`src/rtl/fp_div_if.sv`:
```
// Handshake bundle for fp_div_iter: operand pair in, quotient out.
// With FPU_DIV_FLAGS_EN defined, the bundle also carries o_flags {NV,DZ,OF,UF,NX}.
interface fp_div_if;
  logic        i_valid;
  logic        o_ready;
  logic [31:0] i_x;
  logic [31:0] i_y;
  logic        o_valid;
  logic        i_ready;
  logic [31:0] o_result;
  logic        o_busy;
`ifdef FPU_DIV_FLAGS_EN
  logic [4:0]  o_flags;

  modport slave  (input  i_valid, i_x, i_y, i_ready,
                  output o_ready, o_valid, o_result, o_busy, o_flags);
  modport master (output i_valid, i_x, i_y, i_ready,
                  input  o_ready, o_valid, o_result, o_busy, o_flags);
`else
  modport slave  (input  i_valid, i_x, i_y, i_ready,
                  output o_ready, o_valid, o_result, o_busy);
  modport master (output i_valid, i_x, i_y, i_ready,
                  input  o_ready, o_valid, o_result, o_busy);
`endif
endinterface

```
`src/rtl/fp_div_iter.sv`:
```
// Multi-cycle binary32 divider X/Y: radix-2 restoring, one quotient bit per cycle, RNE.
// Optional macro FPU_DIV_FLAGS_EN adds o_flags {NV,DZ,OF,UF,NX}; o_result is identical either way.
module fp_div_iter #(
  parameter int          QBITS     = 26,
  parameter logic [31:0] CANON_NAN = 32'h7FC0_0000
) (
  input  logic    i_clk,
  input  logic    i_rst_n,
  fp_div_if.slave bus
);
  localparam int CW = $clog2(QBITS);

  typedef enum logic [2:0] {S_IDLE, S_UNPACK, S_DIVIDE, S_ROUND, S_DONE} state_t;

  state_t             state_q, state_d;
  logic [31:0]        x_q, x_d, y_q, y_d;
  logic               sign_q, sign_d;
  logic signed [9:0]  exp_q, exp_d;
  logic [23:0]        sig_y_q, sig_y_d;
  logic [24:0]        rem_q, rem_d;
  logic [QBITS-1:0]   q_q, q_d;
  logic [CW-1:0]      cnt_q, cnt_d;
  logic               ready_q, ready_d;
  logic               valid_q, valid_d;
  logic               busy_q, busy_d;
  logic [31:0]        result_q, result_d;
`ifdef FPU_DIV_FLAGS_EN
  logic [4:0]         flags_q, flags_d;
  logic               snan;
`endif

  logic [7:0]         ex, ey;
  logic [22:0]        mx, my;
  logic               zx, zy, infx, infy, nanx, nany;
  logic signed [25:0] trial;
  logic [32:0]        em;

  // Normalise the raw quotient, apply RNE and return {exponent, fraction}.
  function automatic logic [32:0] rnd_em(input logic [QBITS-1:0] q, input logic sticky,
                                         input logic signed [9:0] e_in);
    logic [QBITS-1:0]  qn;
    logic signed [9:0] e;
    logic [24:0]       m;
    logic              inc;
    qn  = q[QBITS-1] ? q : (q << 1);
    e   = q[QBITS-1] ? e_in : e_in - 10'sd1;
    inc = qn[QBITS-25] & ((|qn[QBITS-26:0]) | sticky | qn[QBITS-24]);
    m   = {1'b0, qn[QBITS-1 -: 24]} + 25'(inc);
    if (m[24]) begin
      m = m >> 1;
      e = e + 10'sd1;
    end
    return {e, m[22:0]};
  endfunction

  function automatic logic [31:0] pack_res(input logic sgn, input logic [32:0] em_in);
    logic signed [9:0] e;
    e = em_in[32:23];
    if (e >= 10'sd255) return {sgn, 8'hFF, 23'd0};
    if (e <= 10'sd0)   return {sgn, 31'd0};
    return {sgn, e[7:0], em_in[22:0]};
  endfunction

`ifdef FPU_DIV_FLAGS_EN
  function automatic logic [4:0] round_flags(input logic [QBITS-1:0] q, input logic sticky,
                                             input logic signed [9:0] e);
    logic [QBITS-1:0] qn;
    logic             nx;
    qn = q[QBITS-1] ? q : (q << 1);
    nx = (|qn[QBITS-25:0]) | sticky;
    if (e >= 10'sd255) return 5'b00101;
    if (e <= 10'sd0)   return 5'b00011;
    return {4'b0000, nx};
  endfunction

  assign snan = (nanx & ~mx[22]) | (nany & ~my[22]);
`endif

  assign ex    = x_q[30:23];
  assign ey    = y_q[30:23];
  assign mx    = x_q[22:0];
  assign my    = y_q[22:0];
  assign zx    = (ex == 8'd0);
  assign zy    = (ey == 8'd0);
  assign infx  = (ex == 8'hFF) && (mx == 23'd0);
  assign infy  = (ey == 8'hFF) && (my == 23'd0);
  assign nanx  = (ex == 8'hFF) && (mx != 23'd0);
  assign nany  = (ey == 8'hFF) && (my != 23'd0);
  assign trial = $signed({1'b0, rem_q}) - $signed({2'b00, sig_y_q});
  assign em    = rnd_em(q_q, |rem_q, exp_q);

  always_comb begin
    state_d  = state_q;
    x_d      = x_q;
    y_d      = y_q;
    sign_d   = sign_q;
    exp_d    = exp_q;
    sig_y_d  = sig_y_q;
    rem_d    = rem_q;
    q_d      = q_q;
    cnt_d    = cnt_q;
    ready_d  = ready_q;
    valid_d  = valid_q;
    busy_d   = busy_q;
    result_d = result_q;
`ifdef FPU_DIV_FLAGS_EN
    flags_d  = flags_q;
`endif
    unique case (state_q)
      S_IDLE: begin
        if (bus.i_valid && ready_q) begin
          x_d     = bus.i_x;
          y_d     = bus.i_y;
          ready_d = 1'b0;
          busy_d  = 1'b1;
          state_d = S_UNPACK;
`ifdef FPU_DIV_FLAGS_EN
          flags_d = 5'd0;
`endif
        end
      end
      S_UNPACK: begin
        sign_d = x_q[31] ^ y_q[31];
        // Special operands short-circuit straight to DONE, in priority order.
        if (nanx || nany) begin
          result_d = CANON_NAN;
`ifdef FPU_DIV_FLAGS_EN
          flags_d  = {snan, 4'b0000};
`endif
        end else if ((infx && infy) || (zx && zy)) begin
          result_d = CANON_NAN;
`ifdef FPU_DIV_FLAGS_EN
          flags_d  = 5'b10000;
`endif
        end else if (infx || zy) begin
          result_d = {sign_d, 8'hFF, 23'd0};
`ifdef FPU_DIV_FLAGS_EN
          flags_d  = {1'b0, zy & ~infx, 3'b000};
`endif
        end else if (zx || infy) begin
          result_d = {sign_d, 31'd0};
        end
        if (nanx || nany || infx || infy || zx || zy) begin
          valid_d = 1'b1;
          state_d = S_DONE;
        end else begin
          sig_y_d = {1'b1, my};
          rem_d   = {2'b01, mx};
          exp_d   = $signed({2'b00, ex}) - $signed({2'b00, ey}) + 10'sd127;
          q_d     = '0;
          cnt_d   = CW'(QBITS - 1);
          state_d = S_DIVIDE;
        end
      end
      S_DIVIDE: begin
        if (!trial[25]) begin
          q_d   = {q_q[QBITS-2:0], 1'b1};
          rem_d = trial[24:0] << 1;
        end else begin
          q_d   = {q_q[QBITS-2:0], 1'b0};
          rem_d = rem_q << 1;
        end
        cnt_d = cnt_q - CW'(1);
        if (cnt_q == '0) begin
          cnt_d   = '0;
          state_d = S_ROUND;
        end
      end
      S_ROUND: begin
        result_d = pack_res(sign_q, em);
`ifdef FPU_DIV_FLAGS_EN
        flags_d  = round_flags(q_q, |rem_q, $signed(em[32:23]));
`endif
        valid_d  = 1'b1;
        state_d  = S_DONE;
      end
      S_DONE: begin
        if (bus.i_ready) begin
          valid_d = 1'b0;
          ready_d = 1'b1;
          busy_d  = 1'b0;
          state_d = S_IDLE;
        end
      end
      default: state_d = S_IDLE;
    endcase
  end

  always_ff @(posedge i_clk or negedge i_rst_n) begin
    if (!i_rst_n) begin
      state_q  <= S_IDLE;
      x_q      <= '0;
      y_q      <= '0;
      sign_q   <= 1'b0;
      exp_q    <= '0;
      sig_y_q  <= '0;
      rem_q    <= '0;
      q_q      <= '0;
      cnt_q    <= '0;
      ready_q  <= 1'b1;
      valid_q  <= 1'b0;
      busy_q   <= 1'b0;
      result_q <= '0;
`ifdef FPU_DIV_FLAGS_EN
      flags_q  <= '0;
`endif
    end else begin
      state_q  <= state_d;
      x_q      <= x_d;
      y_q      <= y_d;
      sign_q   <= sign_d;
      exp_q    <= exp_d;
      sig_y_q  <= sig_y_d;
      rem_q    <= rem_d;
      q_q      <= q_d;
      cnt_q    <= cnt_d;
      ready_q  <= ready_d;
      valid_q  <= valid_d;
      busy_q   <= busy_d;
      result_q <= result_d;
`ifdef FPU_DIV_FLAGS_EN
      flags_q  <= flags_d;
`endif
    end
  end

  assign bus.o_ready  = ready_q;
  assign bus.o_valid  = valid_q;
  assign bus.o_busy   = busy_q;
  assign bus.o_result = result_q;
`ifdef FPU_DIV_FLAGS_EN
  assign bus.o_flags  = flags_q;
`endif

endmodule

```
`src/flat_wrapper.sv`:
```
// flat-port wrapper written by rule: the top's interface ports become plain ports
module fp_div_iter_flat 
#(
  parameter int          QBITS     = 26,
  parameter logic [31:0] CANON_NAN = 32'h7FC0_0000
)
  (i_clk, i_rst_n, bus_i_valid, bus_i_x, bus_i_y, bus_i_ready, bus_o_ready, bus_o_valid, bus_o_result, bus_o_busy);
  fp_div_if bus_i ();
  input  logic i_clk;
  input  logic i_rst_n;
  input wire logic [$bits(bus_i.i_valid)-1:0] bus_i_valid;
  input wire logic [$bits(bus_i.i_x)-1:0] bus_i_x;
  input wire logic [$bits(bus_i.i_y)-1:0] bus_i_y;
  input wire logic [$bits(bus_i.i_ready)-1:0] bus_i_ready;
  output wire logic [$bits(bus_i.o_ready)-1:0] bus_o_ready;
  output wire logic [$bits(bus_i.o_valid)-1:0] bus_o_valid;
  output wire logic [$bits(bus_i.o_result)-1:0] bus_o_result;
  output wire logic [$bits(bus_i.o_busy)-1:0] bus_o_busy;
  assign bus_i.i_valid = bus_i_valid;
  assign bus_i.i_x = bus_i_x;
  assign bus_i.i_y = bus_i_y;
  assign bus_i.i_ready = bus_i_ready;
  assign bus_o_ready = bus_i.o_ready;
  assign bus_o_valid = bus_i.o_valid;
  assign bus_o_result = bus_i.o_result;
  assign bus_o_busy = bus_i.o_busy;
  fp_div_iter #(.QBITS(QBITS), .CANON_NAN(CANON_NAN)) u_core (.i_clk(i_clk), .i_rst_n(i_rst_n), .bus(bus_i));
endmodule
```
`config.mk`:
```
export PLATFORM = sky130hd
export DESIGN_NAME = fp_div_iter_flat
export DESIGN_NICKNAME = d
export VERILOG_FILES = /design/src/rtl/fp_div_if.sv /design/src/rtl/fp_div_iter.sv /design/src/flat_wrapper.sv
export SDC_FILE = /design/constraint.sdc
export NUM_CORES = 1
export LEC_CHECK = 0
export ABC_AREA = 1
export BUFFER_PORTS_ARGS = -buffer_cell sky130_fd_sc_hd__buf_2
export CORE_MARGIN = 5
export CORE_UTILIZATION = 40
export CTS_BUF_LIST = sky130_fd_sc_hd__clkbuf_2
export CTS_CLUSTER_DIAMETER = 80
export DETAILED_ROUTE_END_ITERATION = 12
export PLACE_DENSITY = 0.61
export SLEW_MARGIN = 20
export SYNTH_ARGS = -nofsm -noshare
export SYNTH_HDL_FRONTEND = slang
export SYNTH_SLANG_ARGS = --single-unit
```
`constraint.sdc`:
```
create_clock -name i_clk -period 3.8 [get_ports i_clk]
set_input_delay 0.19 -clock i_clk [delete_from_list [all_inputs] [get_ports i_clk]]
set_output_delay 0.19 -clock i_clk [all_outputs]
set_load 0.005 [all_outputs]
```
==> qor.yml, run 1 <==
outcome: "completed"
detail_route.wirelength_mm: 31.3
synth-edff-count: 0
ys_ff_latch: 193
cts_tree: "built"
top_signal_layer_used: "met4"
clkTransAtPathRegs_ps: 290
post_synth_instance_area_um2: 11700
hold_worst_path_end: "u_core.y_q[23]"
cp_slowest_stage_delay_ps: 790
grt_overflow_total: 0
yosys-mux-area-fraction: 0.0231
worst_pin_slew_ps: 1020
met3_wirelength_mm: 1.15
postSynth.topFlopCell: "sky130_fd_sc_hd__dfrtp_1"
post-route-util: 0.469
num_io_pins: 103
hold_violations: 0
wl_met1_mm: 15.4
dpl_cell_area_um2: 12600
synthDistinctLibCells: 53
reg2reg_slack_ps: 340
maxCapViolCount: 0
maxSlewViolCount: 0
path_class: "reg -> reg"
cts.path.max_buffers: 2
min-delay-path-class: "in -> reg"
rows: 62
portBuffers: 102
power_density_nw_per_um2: 802
met2_wirelength_mm: 14.5
timing.critical_path.arrival_ps: 4170
holdPathStages: 3
start_util: 0.406
antenna_violations_before_repair: 1
fp.dieW_um: 181
num-fill-cells: 2927
fp.coreArea_um2: 28900
worst_path_max_fanout: 22
timing.final.setup_violations: 0
chipHeight_um: 181
synth-seq-area-share: 0.412
synthCells: 1547
capturing_point_of_the_worst_reg2reg_path: "u_core.bus.o_result[14]"
async_flop_share: 1.00
timing.critical_path.cells: "o21ai_1 > nor2_2 > ha_1 > nand3_2 > nor2_4 > nand3_2 > inv_2 > nand2_1 > nand2_1 > inv_1 > nand2_1 > nor2_2 > nand2_1 > nand2_2 > nand2_2 > nand3_1 > o21ai_0"
htreeDepth: 4
worst_clock_skew_on_the_final_layout_ps: 33.9
layout.nets: 1808
cts.root.buffer_cell: "sky130_fd_sc_hd__clkbuf_2"
worst_setup_path_start_kind: "register"
crit_top_cell: "sky130_fd_sc_hd__nand2_1"
yosys.area_share.simple: 0.263
worst_hold_startpoint: "bus_i_y[23]"
globalRouteTotalUtil: 0.195
dpl.cell_count: 1996
clock-sinks: 193
crit_start: "u_core.q_q[25]"
final_design_area_no_fill_um2: 13500
cts_post_setup_buffers_inserted: 0
final.period_utilization: 0.911
dr.first_iter.drc_count: 736
dr.pass1.iters: 5
post_route_cells_drive_above_1_share: 0.132
end_kind: "register"
post_synth_fa_ha_maj_area_fraction: 0.0429
timing.slew.headroom: 0.313
fin_cells: 2099
wl_per_cell_um: 14.9
die_area_um2: 32800
globalplace.congestion: 0.924
grt_first_pass_wirelength_mm: 53.3
finalWorstPathRequiredPeriod_ps: 3460
synth_compound_gate_area_share: 0.131
avgViaCountPerCell: 5.02
clkLatencyLatePin_ps: 780
synth.avg_cell_area_um2: 7.58
leakagePower_nw: 6.69
num_vias: 10500
crit-reg2reg-launch: "u_core.q_q[25]"
post_synth_xor_area_fraction: 0.0351
grt_pass1_vias: 10500
grt_max_degree: 67
drc: 0
finalHoldWorstSlack_ps: 157
ant_nets: 0
timing.fmax_mhz: 289
dp_hpwl_mm: 23.1
cpMaxStageDelayCell: "sky130_fd_sc_hd__dfrtp_1"
dominant_combinational_cell_family_by_area_after_synthesis: "simple AND/OR/NAND/NOR gates"
cts_made_buffers: 17
layout-area-overhead-vs-synth_pct: 15.5
p_total_w: 0.0109
synth_fp_nets: 1654
synth.yosys.warnings: 0
ff2ff_path_depth: 17
ir_worst_vdd_v: 0.000405
timing.critical_path.required_ps: 4510
## per-stage QoR
step	setup slack, ps	TNS, ps
3_3_place_gp	401	0
3_5_place_dp	244	0
4_1_cts	222	0
2_1_floorplan	1040	0
5_1_grt	-10.5	-10.5
6_report	337	0
## per-layer routing
metal / GRT usage / vias up
met1: 0.278 / 4950
met2: 0.319 / 210
met3: 0.0273 / 19
li1: - / 5351
met5: 0 / -
met4: 0.0387 / 0
## how the worst max path moves through the flow
stage | to | slack, ps | depth (start not counted)
after floorplan | u_core.bus.o_result[12] | 1040 | 22
after global placement | u_core.bus.o_result[30] | 400 | 15
after detailed placement | u_core.bus.o_result[27] | 240 | 15
after CTS | u_core.bus.o_result[27] | 220 | 15
after global routing | u_core.bus.o_result[14] | -10 | 17
final | u_core.bus.o_result[14] | 340 | 17
## sequential cells by signal, summed over array words and instances (netlist names)
register / flops
u_core.x_q: 32
u_core.bus.o_busy: 1
u_core.sig_y_q: 24
u_core.state_q: 3
u_core.rem_q: 25
u_core.y_q: 32
u_core.bus.o_valid: 1
u_core.bus.o_result: 32
u_core.q_q: 26
u_core.sign_q: 1
u_core.exp_q: 10
u_core.bus.o_ready: 1
u_core.cnt_q: 5
## cells in the mapped netlist, types with 9 or more instances
| library cell | n | area share |
|---|---|---|
| sky130_fd_sc_hd__a21oi_1 | 104 | 0.044 |
| sky130_fd_sc_hd__buf_6 | 9 | 0.0086 |
| sky130_fd_sc_hd__clkbuf_1 | 40 | 0.013 |
| sky130_fd_sc_hd__dfrtp_1 | 192 | 0.41 |
| sky130_fd_sc_hd__ha_1 | 37 | 0.039 |
| sky130_fd_sc_hd__inv_1 | 198 | 0.063 |
| sky130_fd_sc_hd__mux2_2 | 24 | 0.023 |
| sky130_fd_sc_hd__nand2_1 | 377 | 0.12 |
| sky130_fd_sc_hd__nand3_1 | 83 | 0.035 |
| sky130_fd_sc_hd__nand3_2 | 11 | 0.0094 |
| sky130_fd_sc_hd__nand3b_1 | 11 | 0.0070 |
| sky130_fd_sc_hd__nand4_1 | 23 | 0.012 |
| sky130_fd_sc_hd__nor2_1 | 138 | 0.044 |
| sky130_fd_sc_hd__nor2_2 | 14 | 0.0075 |
| sky130_fd_sc_hd__nor3_1 | 17 | 0.0073 |
| sky130_fd_sc_hd__nor4_1 | 15 | 0.0080 |
| sky130_fd_sc_hd__o211ai_1 | 14 | 0.0090 |
| sky130_fd_sc_hd__o21ai_0 | 84 | 0.036 |
| sky130_fd_sc_hd__o21ai_1 | 9 | 0.0038 |
| sky130_fd_sc_hd__o22ai_1 | 29 | 0.015 |
| sky130_fd_sc_hd__xnor2_1 | 12 | 0.0090 |
| sky130_fd_sc_hd__xor2_1 | 35 | 0.026 |
## timing repair
| action | CTS | global route |
|---|---|---|
| hold buffers | 70 | 0 |
| resized for setup | 0 | 1 |
| hold endpoints to repair | 260 | 0 |
| endpoints found under the setup margin | 0 | 20 |
## report_power, final
| group | switching [W] | internal [W] | leakage (nW) |
|---|---|---|---|
| clock | 0.000776 | 0.000249 | 0.134 |
| sequential | 0.000565 | 0.00286 | 2.33 |
| combinational | 0.00400 | 0.00241 | 4.22 |
## logic make-up (layout without fill, tap and decap cells)
logic type,Yosys count,in the layout
AND/OR/NAND/NOR,706,706
AO/OA/AOI/OAI,274,274
buffers and inverters,264,431
flip-flops,193,193
XOR/XNOR,47,47
adder cells (fa/ha/maj),39,39
multiplexers,24,24
other,0,1
## worst max-delay path: cells and delay by family, from the launching register on
kind	cells	cell delay [ps]
and+or+nand+nor	12	1650
adders and majority gates	1	260
DFF	1	790
AOI/OAI and AO/OA	2	360
buffers and inverters	2	340
## cell type report
class,count,area [um^2],area share
Inverter,209,787,0.0581
Multi-Input combinational cell,1090,5810,0.429
Antenna cell,1,2.50,0.000185
Timing Repair Buffer,190,1410,0.104
Clock buffer,17,85.1,0.00629
Tap cell,384,480,0.0355
Sequential cell,193,4830,0.357
Clock inverter,15,133,0.00980
## placed cells by master (no fill, tap or decap), types with 23 or more instances in the layout
| cell | netlist | layout |
|---|---|---|
| sky130_fd_sc_hd__a21oi_1 | 104 | 104 |
| sky130_fd_sc_hd__buf_2 | 1 | 101 |
| sky130_fd_sc_hd__dfrtp_1 | 192 | 192 |
| sky130_fd_sc_hd__dlygate4sd3_1 | 0 | 69 |
| sky130_fd_sc_hd__ha_1 | 37 | 37 |
| sky130_fd_sc_hd__inv_1 | 198 | 198 |
| sky130_fd_sc_hd__mux2_2 | 24 | 24 |
| sky130_fd_sc_hd__nand2_1 | 377 | 377 |
| sky130_fd_sc_hd__nand3_1 | 83 | 83 |
| sky130_fd_sc_hd__nand4_1 | 23 | 23 |
| sky130_fd_sc_hd__nor2_1 | 138 | 138 |
| sky130_fd_sc_hd__o21ai_0 | 84 | 84 |
| sky130_fd_sc_hd__o22ai_1 | 29 | 29 |
| sky130_fd_sc_hd__xor2_1 | 35 | 35 |
(Power assumes the default switching activity.)
==> run 2, diff against run 1 <==
- BUFFER_PORTS_ARGS: -buffer_cell sky130_fd_sc_hd__buf_2 -> -buffer_cell sky130_fd_sc_hd__clkbuf_2
- CORE_UTILIZATION: 40 -> 30
- PLACE_DENSITY: 0.61 -> 0.5
==> run 2 against run 1 <==
Net effect: total power is 1.0% higher; worst setup slack better by 240 ps; final cell count is 10% higher; sequential cell count stayed put; non-clock buffer count is 77 higher; register-to-register slack better by 240 ps; fmax is 7.3% higher; sequential power hardly changed; sequential share of layout area is 2.2 points lower; via count is 2.4% higher; largest cell class unchanged; highest routed layer unchanged.
==> qor.yml, run 2 (same netlist as run 1, synthesis figures left out) <==
final.period_utilization: 0.849  # -0.0619
crit_start: "u_core.q_q[25]"
cts.root.buffer_cell: "sky130_fd_sc_hd__clkbuf_2"
ant_nets: 0  # unchanged
top_library_cells_by_usage_in_the_layout_fill_and_taps_aside: "377 x sky130_fd_sc_hd__nand2_1, 198 x sky130_fd_sc_hd__inv_1, 192 x sky130_fd_sc_hd__dfrtp_1, 144 x sky130_fd_sc_hd__dlygate4sd3_1, 138 x sky130_fd_sc_hd__nor2_1"
crit-reg2reg-launch: "u_core.q_q[25]"
timing.fmax_mhz: 310  # +7.3%
fin_cells: 2310  # +10%
chipHeight_um: 208  # +15%
timing.critical_path.arrival_ps: 4020  # -150 ps
num_vias: 10800  # +2.4%
clkLatencyLatePin_ps: 890  # +110 ps
grt_busiest_layer: "met2"
final.setup.tns_ps: 0  # unchanged
start_util: 0.303  # -0.103
cts_tree: "built"
critical-path-top-delay-family: "simple AND/OR/NAND/NOR gates"
end_kind: "register"
detail_route.wirelength_mm: 34.2  # +9.1%
clkTransAtPathRegs_ps: 280  # about the same
post-route-util: 0.373  # -0.0959
dr.pass1.iters: 5  # unchanged
post_route_cells_drive_above_1_share: 0.129  # -0.00339
grt_overflow_total: 0  # unchanged
cts_made_buffers: 17  # unchanged
clock-sinks: 193  # unchanged
groute.layer.met2.usage: 0.266  # -0.0522
globalplace.congestion: 0.856  # -7.4%
final_common_cell: "sky130_fd_sc_hd__nand2_1"
dpl.cell_count: 2132  # +6.8%
die_area_um2: 43100  # +31%
fp.coreArea_um2: 38600  # +34%
wl_per_cell_um: 14.8  # -0.88%
global_route.usage.met3: 0.0251  # -0.00226
critPathBufInv: 3  # +1
grt_util_met1: 0.219  # -0.0593
capturing_point_of_the_worst_reg2reg_path: "u_core.bus.o_result[14]"
layout.nets: 1885  # +4.3%
portBuffers: 102  # unchanged
critical_path.endpoint: "u_core.bus.o_result[14]"
ff2ff_path_depth: 18  # +1
path_class: "reg -> reg"
cts_post_setup_buffers_inserted: 0  # unchanged
rows: 72  # +16%
avgViaCountPerCell: 4.67  # -7.0%
leakagePower_nw: 7.02  # +4.9%
maxSlewViolCount: 0  # unchanged
cpMaxStageDelayCell: "sky130_fd_sc_hd__dfrtp_1"
finalWorstPathRequiredPeriod_ps: 3230  # -235 ps
drc: 0  # unchanged
unrepaired_setup_endpoints_after_global_routing: "false"
timing.slew.headroom: 0.441  # +0.128
grt_max_degree: 105  # +57%
grt_first_pass_wirelength_mm: 57.2  # +7.2%
power_density_nw_per_um2: 760  # -5.2%
cp_slowest_stage_delay_ps: 550  # -240 ps
hold_violations: 0  # unchanged
outcome: "completed"
worst_path_max_fanout: 22  # unchanged
timing.critical_path.required_ps: 4590  # +80 ps
fp.dieW_um: 208  # +15%
layout-area-overhead-vs-synth_pct: 23.0
antenna_violations_before_repair: 2  # +1
worst_clock_skew_on_the_final_layout_ps: 47.8  # +13.9 ps
crit_top_cell: "sky130_fd_sc_hd__nand2_1"
ir_worst_vdd_v: 0.000355  # -12%
timing.critical_path.cells: "buf_4 > nand2_1 > o21ai_1 > ha_1 > nand3_2 > nor2_4 > nand3_2 > inv_2 > nand2_1 > nand2_1 > inv_1 > nand2_1 > nor2_2 > nand2_1 > nand2_2 > nand2_2 > nand3_1 > o21ai_0"
reg2reg_slack_ps: 570  # +240 ps
min-delay-path-class: "in -> reg"
cts.path.max_buffers: 2  # unchanged
globalRouteTotalUtil: 0.160  # -0.0345
num_io_pins: 103  # unchanged
maxCapViolCount: 0  # unchanged
htreeDepth: 4  # unchanged
timing.final.setup_violations: 0  # unchanged
dr.first_iter.drc_count: 701  # -4.8%
worst_setup_path_start_kind: "register"
dp_hpwl_mm: 24.1  # +4.2%
cp.depth: 18  # +1
worst_pin_slew_ps: 831  # -190 ps
grt_pass1_vias: 11000  # +5.3%
[run 2: metrics by stage]
step	worst slack (ps)	hold WS, ps	total power [W]	area [um^2]
2_1_floorplan	1040	-106	0.00818	11700
3_3_place_gp	503	377	0.00978	12700
3_5_place_dp	392	382	0.00987	12700
4_1_cts	352	1.06	0.0111	14400
5_1_grt	101	22.4	0.0122	14400
6_report	572	128	0.0110	14400
[run 2: how the worst min path moves through the flow]
| stage | start | to | slack, ps | cells past startpoint |
|---|---|---|---|---|
| final | bus_i_x[20] | u_core.x_q[20] | 130 | 3 |
| after global routing | bus_i_x[28] | u_core.x_q[28] | 20 | 4 |
| after CTS | bus_i_x[28] | u_core.x_q[28] | 1 | 4 |
| after detailed placement | i_rst_n | u_core.q_q[7] | 380 | 1 |
| after global placement | i_rst_n | u_core.q_q[12] | 380 | 1 |
| after floorplan | i_rst_n | u_core.bus.o_busy | -110 | 0 |
[run 2: layout make-up]
| class | instances | area (um^2) |
|---|---|---|
| inverters | 209 | 787 |
| flip-flops and latches | 193 | 4830 |
| diodes | 2 | 5.00 |
| clock inverters | 12 | 98.8 |
| repair buffers | 267 | 2150 |
| well taps | 518 | 648 |
| clock buffers | 19 | 95.1 |
| multi-input cells | 1090 | 5810 |
| fillers | 4027 | 24200 |
[run 2: per-layer routing]
metal  wire, um  part of all wire  vias to the layer above
met3       1050             0.031                       32
met2      16000              0.47                      172
met1      16500              0.48                     5072
met5          0                 0                        -
li1           -                 -                     5507
met4        620             0.018                        0
[run 2: repair_timing]
item                                    CTS  global route
hold buffers                            145             0
hold endpoints to repair                241             0
gates resized for setup                   0             1
endpoints found under the setup margin    0             2
[run 2: report_power, final]
part / internal, W / switching (W)
logic: 0.00247 / 0.00409
registers: 0.00286 / 0.000559
clock network: 0.000191 / 0.000789
total: 0.00553 / 0.00544
[run 2: worst min-delay path: stages]
cell	delay, ps
sky130_fd_sc_hd__dlygate4sd3_1	550
sky130_fd_sc_hd__clkbuf_2	100
sky130_fd_sc_hd__mux2_2	130
==> run 3, diff against run 2 <==
- clock period: 3.8 -> 3.1 ns (I/O delays scaled with it)
==> run 3 against run 2 <==
Net effect: final cell count decreased by 0.26%; sequential cell count is the same; via count down 1.5%; register-to-register slack worse by 260 ps; count of clock-buffer cells in the layout did not move; global-route usage fell by 0.46 points; utilization is essentially flat; critical endpoint is now u_core.bus.o_result[21].
==> qor.yml, run 3 (same netlist as run 1, synthesis figures left out) <==
outcome: "completed"
maxSlewViolCount: 0  # unchanged
power_density_nw_per_um2: 953  # +25%
cts.root.buffer_cell: "sky130_fd_sc_hd__clkbuf_2"
maxCapViolCount: 0  # unchanged
p_total_w: 0.0138  # +25%
grt_first_pass_wirelength_mm: 55.8  # -2.4%
wl_per_cell_um: 14.5  # -2.1%
worst_path_max_fanout: 9  # -59%
clock-sinks: 193  # unchanged
timing.critical_path.required_ps: 3900  # -690 ps
unrepaired_setup_endpoints_after_global_routing: "false"
num_vias: 10600  # -1.5%
cts_tree: "built"
holdPathStages: 4  # +1
clkLatencyLatePin_ps: 830  # -60 ps
globalRouteTotalUtil: 0.156  # -0.00463
multiInputGateArea_um2: 5880  # +1.3%
worst_slack_ps: 309  # -263 ps
grt_max_degree: 105  # unchanged
die_area_um2: 43100  # unchanged
antenna_violations_before_repair: 1  # -1
fp.coreArea_um2: 38600  # unchanged
fp.dieW_um: 208  # unchanged
post_route_cells_drive_above_1_share: 0.151  # +0.0222
cpMaxStageDelayCell: "sky130_fd_sc_hd__dfrtp_1"
top_library_cells_by_usage_in_the_layout_fill_and_taps_aside: "375 x sky130_fd_sc_hd__nand2_1, 198 x sky130_fd_sc_hd__inv_1, 192 x sky130_fd_sc_hd__dfrtp_1, 138 x sky130_fd_sc_hd__nor2_1, 120 x sky130_fd_sc_hd__clkbuf_2"
num-fill-cells: 4092  # +1.6%
fin_cells: 2304  # -0.26%
worst_setup_path_start_kind: "register"
dr.pass1.iters: 5  # unchanged
final.period_utilization: 0.900  # +0.0508
hold_violations: 0  # unchanged
globalplace.congestion: 0.828  # -3.3%
detail_route.wirelength_mm: 33.4  # -2.3%
post-place-ws_ps: -155  # -547 ps
rows: 72  # unchanged
leakagePower_nw: 7.02  # about the same
drc: 0  # unchanged
avgViaCountPerCell: 4.61  # -1.2%
grt_overflow_total: 0  # unchanged
sequential_cell_area_um2: 4830  # unchanged
start_util: 0.303  # unchanged
timing.final.setup_violations: 0  # unchanged
ff2ff_path_depth: 16  # -2
cts_made_buffers: 17  # unchanged
finalWorstPathRequiredPeriod_ps: 2790  # -437 ps
path_class: "reg -> reg"
ir_worst_vdd_v: 0.000502  # +41%
dpl.cell_count: 2161  # +1.4%
portBuffers: 102  # unchanged
dr.first_iter.drc_count: 646  # -7.8%
cts.path.max_buffers: 2  # unchanged
cp_slowest_stage_delay_ps: 490  # -60 ps
dp_hpwl_mm: 24.2  # +0.51%
num_io_pins: 103  # unchanged
end_kind: "register"
clkTransAtPathRegs_ps: 310  # +30 ps
ant_nets: 0  # unchanged
timing.critical_path.cells: "buf_4 > buf_4 > o21ai_2 > buf_4 > nand3_2 > inv_1 > nand2_1 > nor2_2 > nand3_2 > nor3_2 > inv_2 > or2_0 > xor2_1 > nor2_1 > nand3_1 > nand2_1"
min-delay-path-class: "in -> reg"
timing.fmax_mhz: 358  # +16%
htreeDepth: 4  # unchanged
layout-area-overhead-vs-synth_pct: 23.1  # about the same
worst_clock_skew_on_the_final_layout_ps: 62.0  # +14.2 ps
timing.slew.headroom: 0.589  # +0.148
layout.nets: 1879  # -0.32%
crit_top_cell: "sky130_fd_sc_hd__buf_4"
final_common_cell: "sky130_fd_sc_hd__nand2_1"
timing.critical_path.arrival_ps: 3590  # -430 ps
chipHeight_um: 208  # unchanged
grt_pass1_vias: 10800  # -1.7%
worst_pin_slew_ps: 616  # -215 ps
==> run 3: cell count changes in the layout (fill, tap and decap cells not counted), moves of 2 or more <==
cell                            previous run  this run
sky130_fd_sc_hd__dlygate4sd3_1           144       104
sky130_fd_sc_hd__clkinv_4                  2         0
sky130_fd_sc_hd__inv_2                     8         6
sky130_fd_sc_hd__nor2_2                   13        10
sky130_fd_sc_hd__buf_4                    19        50
sky130_fd_sc_hd__bufinv_16                 0         2
sky130_fd_sc_hd__nand3_4                   0         2
sky130_fd_sc_hd__nand2_1                 377       375
sky130_fd_sc_hd__nand3_2                  11         9
sky130_fd_sc_hd__a21oi_2                   0         2
sky130_fd_sc_hd__nor2_4                    4         8
sky130_fd_sc_hd__a21oi_1                 104       102
sky130_fd_sc_hd__buf_12                    1         3
==> run 3: cell type report <==
class,instances,area share
Sequential cell,193,0.335
Timing Repair Buffer,260,0.140
Tap cell,518,0.0449
Antenna cell,1,0.000173
Inverter,209,0.0551
Clock buffer,19,0.00659
Clock inverter,13,0.0104
Multi-Input combinational cell,1091,0.408
==> run 3: through the flow <==
stage	util	instance area, um^2	hold WS (ps)	TNS, ps
5_1_grt	0.373	14400	7.31	0
2_1_floorplan	-	11700	-141	0
3_3_place_gp	0.336	13000	258	-708
4_1_cts	0.370	14300	0.912	0
6_report	0.373	14400	116	0
3_5_place_dp	0.336	13000	259	-2200
==> run 3: layer usage <==
layer	GRT usage	routed length (um)	up-vias
met5	0	0	-
met4	0.0383	431	0
met3	0.0219	863	23
met2	0.262	15800	158
met1	0.213	16300	4958
li1	-	-	5483
==> run 3: critical path, delay by kind of cell, from the launching register on <==
kind            cells  cell delay (ps)
compound gates      1              170
flops               1              490
simple gates        9             1330
xor+xnor            1              170
buf+inv             5              630
==> run 3: repair_timing <==
| item | 4_1_cts | 5_1_grt |
|---|---|---|
| buffers inserted | 0 | 4 |
| setup endpoints to repair | 20 | 31 |
| gates cloned | 0 | 1 |
| pin swaps | 0 | 3 |
| hold buffers | 105 | 0 |
| resized for setup | 1 | 17 |
| endpoints found under the hold margin | 262 | 0 |
==> run 3: final timing paths <==
path	endpoint	slack (ps)	startpoint
max in group asynchronous	u_core.q_q[3]	2250	i_rst_n
worst min-delay path	u_core.x_q[23]	120	bus_i_x[23]
worst min register to register	u_core.sig_y_q[23]	500	u_core.sig_y_q[23]
worst max register to register	u_core.bus.o_result[21]	310	u_core.q_q[25]
worst max-delay path	u_core.bus.o_result[21]	310	u_core.q_q[25]
min in group asynchronous	u_core.bus.o_ready	410	i_rst_n
==> run 3: power by group <==
group | switching [W] | total, W | internal (W)
sequential | 0.000693 | 0.00420 | 0.00351
clock | 0.000978 | 0.00137 | 0.000394
combinational | 0.00507 | 0.00818 | 0.00312
total | 0.00674 | 0.0138 | 0.00701
